==> src/rtl/ram_arbiter_if.sv <==
// ram_arbiter_if: CPU, loader and RAM side signals of the RAM arbiter.
// slave is the arbiter's view, master the surrounding system's view.
interface ram_arbiter_if #(
  parameter int ADDR_W = 16,
  parameter int DATA_W = 16
);
  logic              cpu_rd;
  logic              cpu_wr;
  logic [ADDR_W-1:0] cpu_addr;
  logic [DATA_W-1:0] cpu_wdata;
  logic [DATA_W-1:0] cpu_rdata;
  logic              cpu_privileged;
  logic              cpu_idle;
  logic              cpu_halt;

  logic              ldr_req;
  logic              ldr_we;
  logic [ADDR_W-1:0] ldr_addr;
  logic [DATA_W-1:0] ldr_wdata;
  logic              ldr_ack;
  logic [DATA_W-1:0] ldr_rdata;
  logic              ldr_rvalid;
  logic              ldr_hold_req;
  logic              ldr_hold_ack;

  logic              ram_en;
  logic              ram_we;
  logic [ADDR_W-1:0] ram_addr;
  logic [DATA_W-1:0] ram_wdata;
  logic [DATA_W-1:0] ram_rdata;

  logic              starve;
  logic              prot_fault;

  modport slave (
    input  cpu_rd, cpu_wr, cpu_addr, cpu_wdata,
    input  cpu_privileged, cpu_idle,
    output cpu_rdata, cpu_halt,
    input  ldr_req, ldr_we, ldr_addr, ldr_wdata,
    input  ldr_hold_req,
    output ldr_ack, ldr_rdata, ldr_rvalid, ldr_hold_ack,
    output ram_en, ram_we, ram_addr, ram_wdata,
    input  ram_rdata,
    output starve, prot_fault
  );

  modport master (
    output cpu_rd, cpu_wr, cpu_addr, cpu_wdata,
    output cpu_privileged, cpu_idle,
    input  cpu_rdata, cpu_halt,
    output ldr_req, ldr_we, ldr_addr, ldr_wdata,
    output ldr_hold_req,
    input  ldr_ack, ldr_rdata, ldr_rvalid, ldr_hold_ack,
    input  ram_en, ram_we, ram_addr, ram_wdata,
    output ram_rdata,
    input  starve, prot_fault
  );
endinterface

==> src/rtl/ram_arbiter.sv <==
// ram_arbiter: shares the single-port RAM between CPU and loader port.
// Define MEM_PROTECT_EN to block unprivileged CPU writes below PROT_LIMIT.
module ram_arbiter #(
  parameter int                ADDR_W       = 16,
  parameter int                DATA_W       = 16,
  parameter int                STARVE_LIMIT = 64,
  parameter logic [ADDR_W-1:0] PROT_LIMIT   = 16'h0010
) (
  input logic          clk,
  input logic          reset,
  ram_arbiter_if.slave bus
);

  localparam int CW = $clog2(STARVE_LIMIT + 1);

  typedef enum logic [1:0] {
    CPU_OWN,
    HOLD_PEND,
    LOADER_OWN,
    RELEASE
  } state_t;

  state_t state_q, state_n;

  logic          halt_q;
  logic          hack_q;
  logic          rvalid_q;
  logic          starve_q;
  logic [CW-1:0] cnt_q, cnt_n;

  logic              ldr_own;
  logic              cpu_acc;
  logic              blocked;
  logic              cpu_go;
  logic              grant;
  logic              mux_en;
  logic              mux_we;
  logic [ADDR_W-1:0] mux_addr;
  logic [DATA_W-1:0] mux_wdata;

  assign ldr_own = (state_q == LOADER_OWN);
  assign cpu_acc = bus.cpu_rd | bus.cpu_wr;

`ifdef MEM_PROTECT_EN
  logic fault_q;

  // CPU accesses are ignored while the loader owns the bus, so no fault then
  assign blocked = ~ldr_own & bus.cpu_wr & ~bus.cpu_privileged
                 & (bus.cpu_addr < PROT_LIMIT);

  always_ff @(posedge clk) begin
    if (!reset) fault_q <= 1'b0;
    else        fault_q <= blocked;
  end

  assign bus.prot_fault = fault_q;
`else
  logic unused_prot;

  assign blocked        = 1'b0;
  assign unused_prot    = bus.cpu_privileged
                        ^ (bus.cpu_addr < PROT_LIMIT);
  assign bus.prot_fault = 1'b0;
`endif

  assign cpu_go = ~ldr_own & cpu_acc & ~blocked;
  assign grant  = bus.ldr_req & ~cpu_go;

  always_comb begin
    mux_en    = 1'b0;
    mux_we    = 1'b0;
    mux_addr  = bus.cpu_addr;
    mux_wdata = bus.cpu_wdata;
    if (cpu_go) begin
      mux_en = 1'b1;
      mux_we = bus.cpu_wr;
    end else if (grant) begin
      mux_en    = 1'b1;
      mux_we    = bus.ldr_we;
      mux_addr  = bus.ldr_addr;
      mux_wdata = bus.ldr_wdata;
    end
  end

  assign bus.ram_en    = mux_en;
  assign bus.ram_we    = mux_we;
  assign bus.ram_addr  = mux_addr;
  assign bus.ram_wdata = mux_wdata;
  assign bus.ldr_ack   = grant;
  assign bus.cpu_rdata = bus.ram_rdata;
  assign bus.ldr_rdata = bus.ram_rdata;

  always_comb begin
    state_n = state_q;
    unique case (state_q)
      CPU_OWN: begin
        if (bus.ldr_hold_req) state_n = HOLD_PEND;
      end
      HOLD_PEND: begin
        if (!bus.ldr_hold_req)
          state_n = CPU_OWN;
        else if (bus.cpu_idle && !cpu_acc)
          state_n = LOADER_OWN;
      end
      LOADER_OWN: begin
        if (!bus.ldr_hold_req) state_n = RELEASE;
      end
      RELEASE: begin
        state_n = CPU_OWN;
      end
      default: state_n = CPU_OWN;
    endcase
  end

  always_comb begin
    cnt_n = cnt_q;
    if (grant)
      cnt_n = '0;
    else if (bus.ldr_req && cnt_q != CW'(STARVE_LIMIT))
      cnt_n = cnt_q + 1'b1;
  end

  always_ff @(posedge clk) begin
    if (!reset) begin
      state_q  <= CPU_OWN;
      halt_q   <= 1'b0;
      hack_q   <= 1'b0;
      rvalid_q <= 1'b0;
      starve_q <= 1'b0;
      cnt_q    <= '0;
    end else begin
      state_q  <= state_n;
      // halt covers RELEASE so the last loader read can return
      halt_q   <= (state_n == LOADER_OWN) | (state_n == RELEASE);
      hack_q   <= (state_n == LOADER_OWN);
      rvalid_q <= grant & ~bus.ldr_we;
      starve_q <= (cnt_n == CW'(STARVE_LIMIT));
      cnt_q    <= cnt_n;
    end
  end

  assign bus.cpu_halt     = halt_q;
  assign bus.ldr_hold_ack = hack_q;
  assign bus.ldr_rvalid   = rvalid_q;
  assign bus.starve       = starve_q;

endmodule
==> src/flat_wrapper.sv <==
// flat-port wrapper written by rule: the top's interface ports become plain ports
module ram_arbiter_flat 
#(
  parameter int                ADDR_W       = 16,
  parameter int                DATA_W       = 16,
  parameter int                STARVE_LIMIT = 64,
  parameter logic [ADDR_W-1:0] PROT_LIMIT   = 16'h0010
)
  (clk, reset, bus_cpu_rd, bus_cpu_wr, bus_cpu_addr, bus_cpu_wdata, bus_cpu_privileged, bus_cpu_idle, bus_cpu_rdata, bus_cpu_halt, bus_ldr_req, bus_ldr_we, bus_ldr_addr, bus_ldr_wdata, bus_ldr_hold_req, bus_ldr_ack, bus_ldr_rdata, bus_ldr_rvalid, bus_ldr_hold_ack, bus_ram_en, bus_ram_we, bus_ram_addr, bus_ram_wdata, bus_ram_rdata, bus_starve, bus_prot_fault);
  ram_arbiter_if #(.ADDR_W(ADDR_W), .DATA_W(DATA_W)) bus_i ();
  input logic clk;
  input logic reset;
  input wire logic [$bits(bus_i.cpu_rd)-1:0] bus_cpu_rd;
  input wire logic [$bits(bus_i.cpu_wr)-1:0] bus_cpu_wr;
  input wire logic [$bits(bus_i.cpu_addr)-1:0] bus_cpu_addr;
  input wire logic [$bits(bus_i.cpu_wdata)-1:0] bus_cpu_wdata;
  input wire logic [$bits(bus_i.cpu_privileged)-1:0] bus_cpu_privileged;
  input wire logic [$bits(bus_i.cpu_idle)-1:0] bus_cpu_idle;
  output wire logic [$bits(bus_i.cpu_rdata)-1:0] bus_cpu_rdata;
  output wire logic [$bits(bus_i.cpu_halt)-1:0] bus_cpu_halt;
  input wire logic [$bits(bus_i.ldr_req)-1:0] bus_ldr_req;
  input wire logic [$bits(bus_i.ldr_we)-1:0] bus_ldr_we;
  input wire logic [$bits(bus_i.ldr_addr)-1:0] bus_ldr_addr;
  input wire logic [$bits(bus_i.ldr_wdata)-1:0] bus_ldr_wdata;
  input wire logic [$bits(bus_i.ldr_hold_req)-1:0] bus_ldr_hold_req;
  output wire logic [$bits(bus_i.ldr_ack)-1:0] bus_ldr_ack;
  output wire logic [$bits(bus_i.ldr_rdata)-1:0] bus_ldr_rdata;
  output wire logic [$bits(bus_i.ldr_rvalid)-1:0] bus_ldr_rvalid;
  output wire logic [$bits(bus_i.ldr_hold_ack)-1:0] bus_ldr_hold_ack;
  output wire logic [$bits(bus_i.ram_en)-1:0] bus_ram_en;
  output wire logic [$bits(bus_i.ram_we)-1:0] bus_ram_we;
  output wire logic [$bits(bus_i.ram_addr)-1:0] bus_ram_addr;
  output wire logic [$bits(bus_i.ram_wdata)-1:0] bus_ram_wdata;
  input wire logic [$bits(bus_i.ram_rdata)-1:0] bus_ram_rdata;
  output wire logic [$bits(bus_i.starve)-1:0] bus_starve;
  output wire logic [$bits(bus_i.prot_fault)-1:0] bus_prot_fault;
  assign bus_i.cpu_rd = bus_cpu_rd;
  assign bus_i.cpu_wr = bus_cpu_wr;
  assign bus_i.cpu_addr = bus_cpu_addr;
  assign bus_i.cpu_wdata = bus_cpu_wdata;
  assign bus_i.cpu_privileged = bus_cpu_privileged;
  assign bus_i.cpu_idle = bus_cpu_idle;
  assign bus_cpu_rdata = bus_i.cpu_rdata;
  assign bus_cpu_halt = bus_i.cpu_halt;
  assign bus_i.ldr_req = bus_ldr_req;
  assign bus_i.ldr_we = bus_ldr_we;
  assign bus_i.ldr_addr = bus_ldr_addr;
  assign bus_i.ldr_wdata = bus_ldr_wdata;
  assign bus_i.ldr_hold_req = bus_ldr_hold_req;
  assign bus_ldr_ack = bus_i.ldr_ack;
  assign bus_ldr_rdata = bus_i.ldr_rdata;
  assign bus_ldr_rvalid = bus_i.ldr_rvalid;
  assign bus_ldr_hold_ack = bus_i.ldr_hold_ack;
  assign bus_ram_en = bus_i.ram_en;
  assign bus_ram_we = bus_i.ram_we;
  assign bus_ram_addr = bus_i.ram_addr;
  assign bus_ram_wdata = bus_i.ram_wdata;
  assign bus_i.ram_rdata = bus_ram_rdata;
  assign bus_starve = bus_i.starve;
  assign bus_prot_fault = bus_i.prot_fault;
  ram_arbiter #(.ADDR_W(ADDR_W), .DATA_W(DATA_W), .STARVE_LIMIT(STARVE_LIMIT), .PROT_LIMIT(PROT_LIMIT)) u_core (.clk(clk), .reset(reset), .bus(bus_i));
endmodule
==> config.mk <==
export PLATFORM = sky130hd
export DESIGN_NAME = ram_arbiter_flat
export DESIGN_NICKNAME = d
export VERILOG_FILES = /design/src/rtl/ram_arbiter_if.sv /design/src/rtl/ram_arbiter.sv /design/src/flat_wrapper.sv
export SDC_FILE = /design/constraint.sdc
export NUM_CORES = 1
export LEC_CHECK = 0
export CAP_MARGIN = 20
export CORE_MARGIN = 8
export CORE_UTILIZATION = 26
export DETAILED_ROUTE_END_ITERATION = 8
export PLACE_DENSITY = 0.81
export SLEW_MARGIN = 30
export SYNTH_ARGS = -nofsm -noshare
export SYNTH_HDL_FRONTEND = slang
export SYNTH_SLANG_ARGS = --single-unit
==> constraint.sdc <==
create_clock -name clk -period 1.7 [get_ports clk]
set_input_delay 0.255 -clock clk [delete_from_list [all_inputs] [get_ports clk]]
set_output_delay 0.255 -clock clk [all_outputs]
set_load 0.01 [all_outputs]
==> flow_summary.toml <==
[status]
status = "complete, but fails checks"
violations = "setup timing"

[grt]
grt_max_degree = 12
grt_usage_pct = 13.7
antenna_found_initial = 0
gr-total-overflow = 0
grt_pass1_wl_um = 8240
grt_pass1_vias = 1589

[final_layout]
final_common_cell = "clkdlybuf4s50_1"
layout-drive-gt1-share_pct = 36.0
fillers = 461
nNetsFinal = 395
layout_common_cells = "clkdlybuf4s50_1, nand2_1, nand2_2"
diodes = 0
final_cell_area_um2 = 2650
area_delta_synth_final_pct = 105

[die]
chipHeight_um = 86.6
die_x_um = 86.6
row_count = 25
start_util_pct = 27.3
core_area_um2 = 4750
pin_count = 161
die_area_um2 = 7500

[route]
avgRoutedWirePerCell_um = 14.9
ant_nets = 0
drt_iter0_markers = 50
drc = 0
wl_um = 5530
via_per_inst = 4.48
firstDrtPassIters = 4
num_vias = 1659

[cts]
cts-root-buf = "clkbuf_8"
cts_sinks = 13
htree_levels = 1
cts_made_buffers = 3
holdBufCountCts = 0
clockBufferDepth = 2
insertion_delay_ns = 0.25
path_clk_slew_ns = 0.05
cts_tree = "done"

[setup_path]
crit_buf_inv = 4
crit_path_max_incr_delay_ns = 0.32
cpMaxStageDelayCell = "dfxtp_2"
cp.arrival_ns = 1.47
end_kind = "output port"
crit_path_start_kind = "register"
criticalPathCategory = "register to output port"
critPathRequiredTime_ns = 1.44
cp_top_family = "buffers and inverters"
cp_cell_sequence = "nor2b_4 > o21ai_4 > buf_6 > buf_12 > buf_12 > nand2_2 > nand2_1 > buf_2"
crit_top_cell = "buf_12"
crit_fanout = 7

[logic_synthesis]
synth-seq-cells = 13
async_reset_ff_share_pct = 0
syn_avg_cell_area_um2 = 6.32
syn-num-nets = 296
syn_area_um2 = 1300
netlist_instances = 205
yosys_warnings = 0
seq_area_frac_synth_pct = 20.1
synth_edf_count = 0
synth_top_flop_cell = "dfxtp_1"
synth_cell_types = 36

[power_and_ir_drop]
powerDensity_nw_per_um2 = 437
worst_ir_drop_vdd_mv = 0.399
p_leak_nw = 1.22

[sta]
setup_viol = 15
period_share_pct = 102
rsz0062_at_grt = "true"
slew_viol_final = 0
hold_violations = 0
finalWorstSetupSlack_ns = -0.0280
finClkSkew_ns = 0.00135
period_needed_ns = 1.73
fmax_ghz = 0.579

[placed_design]
routabilityCongestion = 0.802
post-place-ws_ns = -0.567
place_area_um2 = 2310
hpwlAfterDp_um = 4060
io_buffer_count = 110

[job]
max-cap-violations = 0

[hold_path]
hp-class = "input pin to output port"
[synthesized netlist by cell type, types with 2 or more instances]
cell / count / area [um2]
a21boi_0: 2 / 15.0
a21oi_1: 2 / 10.0
buf_2: 4 / 20.0
buf_4: 34 / 255
clkbuf_1: 2 / 7.51
dfxtp_1: 13 / 260
ha_1: 2 / 25.0
inv_1: 3 / 11.3
nand2_1: 102 / 383
nand4_1: 3 / 18.8
nor2_1: 6 / 22.5
nor2b_1: 2 / 12.5
nor3_1: 3 / 15.0
nor3b_1: 2 / 15.0
o211ai_1: 2 / 15.0
xor2_1: 3 / 26.3
[kinds of logic (layout without fill, tap and decap cells)]
family / Yosys count / after routing / share of synthesized area [%]
buffers and inverters: 44 / 142 / 23.0
AOI/OAI and AO/OA: 17 / 17 / 11.1
muxes: 1 / 1 / 0.772
and+or+nand+nor: 123 / 123 / 40.2
DFF: 13 / 13 / 20.1
adders and majority gates: 2 / 2 / 1.93
xor gates and xnor gates: 4 / 4 / 2.70
other: 1 / 1 / 0.289
[flip-flops by register name (all words and copies together), names as in the netlist]
name,cells
u_core.state_q,2
u_core.bus.ldr_hold_ack,1
u_core.bus.ldr_rvalid,1
u_core.cnt_q,7
u_core.bus.cpu_halt,1
u_core.bus.starve,1
[per-layer routing]
metal,share of wire (%),track usage [%],up-vias,routed length (um)
met5,0,0,-,0
met4,1.4,4.23,0,78
met3,9.0,4.91,9,500
met2,50,24.4,90,2740
met1,40,14.7,744,2210
li1,-,-,816,-
[cell type report]
cell class                 instances  area, um2  area share, %
inverter                           4       22.5          0.849
sequential                        13        263           9.90
timing repair buffer             134       1340           50.6
multi-input combinational        148        896           33.8
tap                               67       83.8           3.16
clock buffer                       4       45.0           1.70
[what timing repair did]
action,4_1_cts,5_1_grt
buffers inserted,6,0
cloned,6,1
pin swaps,44,14
resized for setup,183,36
endpoints found under the setup margin,35,34
[worst paths after layout]
check	startpoint	to	slack, ns	depth (start not counted)
setup reg to reg	u_core.state_q[1]	u_core.bus.starve	0.11	8
setup / recovery	u_core.state_q[1]	bus_ram_wdata[11]	-0.03	8
hold reg to reg	u_core.cnt_q[2]	u_core.cnt_q[2]	0.57	2
hold / removal	bus_ram_rdata[10]	bus_cpu_rdata[10]	0.51	0
[metrics by stage]
step,setup TNS [ns],hold WS (ns),std cells,utilization (%),power [W]
after floorplan,0,0.331,205,-,0.000557
after global placement,-17.42,0.510,354,48.7,0.000809
after detailed placement,-18.70,0.510,354,48.7,0.000816
after CTS,-0.759,0.510,369,52.0,0.00111
after global routing,-2.00,0.510,370,55.8,0.00121
final,-0.178,0.510,370,55.8,0.00116
[report_power, final]
part	switching [W]	internal, W
Clock	0.000119	0.000166
Sequential	0.00000563	0.000312
Combinational	0.000220	0.000335
Total	0.000345	0.000814
(Power assumes the default switching activity.)
